$ cat src/rtl/despread.sv
// DSSS despreader: XORs received chips with a locally generated spreading code
// and majority-votes each group of SPREAD chips into one data bit.

module lfsr #(
    parameter logic [6:0] SEED = 7'h5A
) (
    input  logic i_clk,
    input  logic i_reset,
    input  logic i_valid,
    output logic o_data
);
    logic [6:0] state_reg;

    // x^7 + x^6 + 1, Fibonacci form; must match the spreader's instance exactly
    always_ff @(posedge i_clk or posedge i_reset) begin
        if (i_reset) begin
            state_reg <= SEED;
        end else if (i_valid) begin
            state_reg <= {state_reg[5:0], state_reg[6] ^ state_reg[5]};
        end
    end

    assign o_data = state_reg[6];
endmodule

module despread #(
    parameter int SPREAD       = 24,
    parameter int SIZE_COUNTER = $clog2(SPREAD),
    parameter int SIZE_ACC     = $clog2(SPREAD + 1)
) (
    input  logic                i_clk,
    input  logic                i_reset,
    output logic                o_ready,
    input  logic                i_start,
    input  logic                i_data,
    input  logic                i_valid,
    output logic                o_data,
    output logic                o_valid,
    output logic [SIZE_ACC-1:0] o_errors
);
    localparam logic [SIZE_COUNTER-1:0] LAST = SIZE_COUNTER'(SPREAD - 1);
    localparam logic [SIZE_ACC-1:0]     HALF = SIZE_ACC'(SPREAD / 2);
    localparam logic [SIZE_ACC-1:0]     FULL = SIZE_ACC'(SPREAD);

    typedef enum logic {
        ST_LOAD = 1'b0,
        ST_RUN  = 1'b1
    } state_t;

    state_t                  state_reg, state_next;
    logic [SPREAD-1:0]       code_reg;
    logic [SIZE_COUNTER-1:0] counter_reg;
    logic [SIZE_ACC-1:0]     acc_reg;
    logic                    lfsr_en_reg;
    logic                    ready_reg;
    logic                    data_reg;
    logic                    valid_reg;
    logic [SIZE_ACC-1:0]     errors_reg;
    logic                    lfsr_bit;

    logic                    chip_v;
    logic                    accept;
    logic [SIZE_ACC-1:0]     total;
    logic                    vote;

    lfsr u_lfsr (
        .i_clk   (i_clk),
        .i_reset (i_reset),
        .i_valid (lfsr_en_reg),
        .o_data  (lfsr_bit)
    );

    always_ff @(posedge i_clk or posedge i_reset) begin
        if (i_reset) begin
            state_reg <= ST_LOAD;
        end else begin
            state_reg <= state_next;
        end
    end

    always_comb begin
        state_next = state_reg;
        if (state_reg == ST_LOAD && counter_reg == LAST) begin
            state_next = ST_RUN;
        end
    end

    assign chip_v = i_data ^ code_reg[counter_reg];
    assign accept = ready_reg & i_valid;
    assign total  = acc_reg + SIZE_ACC'(chip_v);
    // Ties resolve to 0 since the comparison is strict
    assign vote   = (total > HALF);

    always_ff @(posedge i_clk or posedge i_reset) begin
        if (i_reset) begin
            code_reg    <= '0;
            counter_reg <= '0;
            acc_reg     <= '0;
            lfsr_en_reg <= 1'b1;
            ready_reg   <= 1'b0;
            data_reg    <= 1'b0;
            valid_reg   <= 1'b0;
            errors_reg  <= '0;
        end else begin
            valid_reg <= 1'b0;
            if (state_reg == ST_LOAD) begin
                // The chip counter doubles as the load index; the last code bit stays 0
                if (counter_reg != LAST) begin
                    code_reg[counter_reg] <= lfsr_bit;
                    counter_reg           <= counter_reg + SIZE_COUNTER'(1);
                end else begin
                    counter_reg <= '0;
                    lfsr_en_reg <= 1'b0;
                    ready_reg   <= 1'b1;
                end
            end else if (ready_reg && i_start) begin
                acc_reg     <= i_valid ? SIZE_ACC'(chip_v) : '0;
                counter_reg <= i_valid ? SIZE_COUNTER'(1) : '0;
            end else if (accept) begin
                if (counter_reg == LAST) begin
                    data_reg    <= vote;
                    errors_reg  <= vote ? (FULL - total) : total;
                    valid_reg   <= 1'b1;
                    counter_reg <= '0;
                    acc_reg     <= '0;
                end else begin
                    acc_reg     <= total;
                    counter_reg <= counter_reg + SIZE_COUNTER'(1);
                end
            end
        end
    end

    assign o_ready  = ready_reg;
    assign o_data   = data_reg;
    assign o_valid  = valid_reg;
    assign o_errors = errors_reg;
endmodule

$ cat config.mk
export PLATFORM = sky130hd
export DESIGN_NAME = despread
export DESIGN_NICKNAME = d
export VERILOG_FILES = /design/src/rtl/despread.sv
export SDC_FILE = /design/constraint.sdc
export NUM_CORES = 1
export LEC_CHECK = 0
export ABC_AREA = 1
export CORE_MARGIN = 5
export CORE_UTILIZATION = 33
export DETAILED_ROUTE_END_ITERATION = 10
export PLACE_DENSITY = 0.61
export SLEW_MARGIN = 30
export SYNTH_ARGS = -nofsm -noshare
export SYNTH_HDL_FRONTEND = slang
export SYNTH_SLANG_ARGS = --single-unit
$ cat constraint.sdc
create_clock -name i_clk -period 7.9 [get_ports i_clk]
set_clock_uncertainty 0.1 [all_clocks]
set_input_delay 1.58 -clock i_clk [delete_from_list [all_inputs] [get_ports i_clk]]
set_output_delay 1.58 -clock i_clk [all_outputs]
set_load 0.03 [all_outputs]
==> flow_summary.ini <==
[timing]
period_share_pct = 44.87
rsz0062_at_grt = false
whs_ns = 0.2954
worst_pin_slew_ns = 0.7476
maxSlewHeadroom_pct = 50.11
setup_tns_ns = 0
clock.fmax_ghz = 0.2821
setup_viol = 0
setup_ws_ns = 4.355
drv_slew = 0
period_needed_ns = 3.545
finalHoldViolCount = 0

[yosys]
synth_compound_area_share_pct = 15.01
yosysWarnings = 0
syn_inst = 323
ys_ff_latch = 50
yosysTopAreaCell = dfrtp_1
synth_fp_nets = 335
synth.distinct_cells = 32
synth_top_cell_area_share_pct = 42.21
synth-adder-area-share_pct = 3.283
syn_area_um2 = 2668
synth-xor-area-share_pct = 0.9850
yosys.area_share.simple_pct = 21.90
yosys-top-cells-area = dfrtp_1 42%, nand2_1 9.4%, inv_1 6.9%
syn-mean-instance-area_um2 = 8.259
synth_mux_area_share_pct = 0.4221
synth_top_family_by_area = simple AND/OR/NAND/NOR gates
yosysSeqAreaShare_pct = 47.14

[cells_and_area]
final_cell_count_no_fill = 432
largest_reg_flops = 24
antennaDiodeCount = 0
area_delta_synth_final_pct = 8.912
drive_gt1_share_pct = 8.788
final_cell_area_um2 = 2905
seq_area_um2 = 1257
nFillCells = 829
num-nets-final = 341
multiInputGateArea_um2 = 1110
final_core_util_pct = 37.21

[floorplan]
die-area_um2 = 9982
core_um2 = 7807
num_io_pins = 13
die_h_um = 99.91
chipWidth_um = 99.91
rows = 32
start_util_pct = 34.17

[power_and_ir_drop]
internal_power_mw = 0.3481
powerDensity_nw_per_um2 = 171.6
p_seq_share_pct = 54.5
p_sw_share_pct = 30.17
finalPower_mw = 0.4985
peakVddDrop_uv = 78.93
p_leak_nw = 1.332
power_frac_clock_pct = 30.4
p_switching_mw = 0.1504
p_comb_share_pct = 15.1

[worst_setup_path]
critPathKind = in -> reg
worst-endpoint-arrival_ns = 3.65
cp-end-kind = flop
critPathMaxFanout = 5
crit_required_ns = 8.00
worstSetupStartpointType = input port

[clock_tree]
clkTransAtPathRegs_ns = 0.10
cts_root_buf = clkbuf_8
cts_tree = built
cts_sinks = 50
clk_latency_ns = 0.31
cts_setup_buffers = 0
cts_resized = 0
numCtsBuffers = 5
cts_buffer_depth = 2
cts_hold_buf = 0
htreeDepth = 2

[global_routing]
grt_antenna_before_repair = 0
grt_pass1_vias = 1950
overflow = 0
grt_max_degree = 51
track_usage_pct = 11.41
grt_pass1_wl_um = 9246

[route]
dr.pass1.iters = 4
vias_per_cell = 4.757
wirelength_um = 5246
drt_iter0_drc = 151
wl_per_cell_um = 12.14
ant_nets = 0
drc = 0
routed-via-count = 2055

[place]
post-place-ws_ns = 4.043
dp_hpwl_um = 3502
gp_congestion = 0.7887
portBuffers = 12
place_area_um2 = 2818
dpl.cell_count = 424

[flow_run]
max_cap_violations = 0

[min_path]
min_path_type = reg -> reg

[status]
status = complete, no violations
[logic make-up (layout without fill, tap and decap cells)]
logic type	Yosys count	after routing
adder cells (fa/ha/maj)	7	7
AND/OR/NAND/NOR	124	124
flip-flops	50	50
multiplexers	1	1
AO/OA/AOI/OAI	73	73
buffers and inverters	65	72
XOR/XNOR	3	3
[cell usage in the layout (no fill, tap or decap), drive strengths merged]
master / count
nor2: 24
o21ai: 15
a21oi: 31
dfrtp: 45
clkbuf: 6
mux2: 1
dfstp: 5
inv: 52
and2: 1
or2: 1
xnor2: 1
nand3: 21
nor3: 6
nand2: 69
and3: 1
o211ai: 1
a31oi: 22
ha: 7
o22ai: 4
nand4: 1
xor2: 2
clkinvlp: 2
clkdlybuf4s50: 12
[final timing paths]
path | start | to | slack, ns | cells after the start
min in group asynchronous | i_reset | code_reg[13]$_DFFE_PP0P_ | 1.60 | 2
worst min-delay path | code_reg[23]$_DFFE_PP0P_ | code_reg[23]$_DFFE_PP0P_ | 0.30 | 0
worst max register to register | counter_reg[0]$_DFFE_PP0P_ | o_errors[3]$_DFFE_PP0P_ | 4.38 | 18
max in group asynchronous | i_reset | o_errors[3]$_DFFE_PP0P_ | 5.68 | 2
worst max-delay path | i_data | o_errors[3]$_DFFE_PP0P_ | 4.36 | 13
worst min register to register | code_reg[23]$_DFFE_PP0P_ | code_reg[23]$_DFFE_PP0P_ | 0.30 | 0
[cells in the mapped netlist]
cell type,number
o22ai_1,4
nor3_4,2
dfrtp_1,45
or2_2,1
nand2_1,67
nor2_4,4
buf_4,1
ha_1,7
a21oi_1,31
inv_4,2
nand2_2,1
o211ai_1,1
xor2_1,2
mux2_2,1
nor3_2,2
buf_2,2
dfstp_2,5
nor2_2,1
nand2_4,1
nor2_1,19
xnor2_1,1
inv_2,1
clkbuf_1,4
and2_1,1
nor3_1,2
buf_6,6
nand4_1,1
and3_1,1
o21ai_0,15
inv_1,49
nand3_1,21
a31oi_1,22
[cell type report]
| type | instances | area share [%] |
|---|---|---|
| Clock buffer | 6 | 2.498 |
| Clock inverter | 2 | 0.5168 |
| Inverter | 52 | 6.977 |
| Multi-Input combinational cell | 208 | 38.20 |
| Sequential cell | 50 | 43.28 |
| Tap cell | 102 | 4.393 |
| Timing Repair Buffer | 12 | 4.134 |
[critical path, cell delays in order]
cell             delay (ns)
clkdlybuf4s50_1        0.41
inv_1                  0.06
nand3_1                0.08
and2_1                 0.18
ha_1                   0.20
ha_1                   0.22
or2_2                  0.29
nand2_1                0.14
nand3_1                0.09
nand2_1                0.16
nand3_1                0.09
nand3_1                0.10
nand2_1                0.05
[power groups by stage]
stage          clock [mW]  sequential (mW)  combinational (mW)
2_1_floorplan           0            0.268              0.0695
3_3_place_gp            0            0.277              0.0747
3_5_place_dp            0            0.277              0.0756
4_1_cts             0.159            0.272              0.0760
5_1_grt             0.172            0.273              0.0893
6_report            0.151            0.272              0.0754
[routing by layer]
metal  share of wire, %  up-vias  global-route usage (%)
li1                   -     1062                       -
met1                 49      961                   15.00
met2                 46       25                   18.47
met3                2.8        7                   1.876
met4                2.0        0                   5.042
met5                  0        -                       0
No activity file was read; power rests on OpenSTA's default activity.
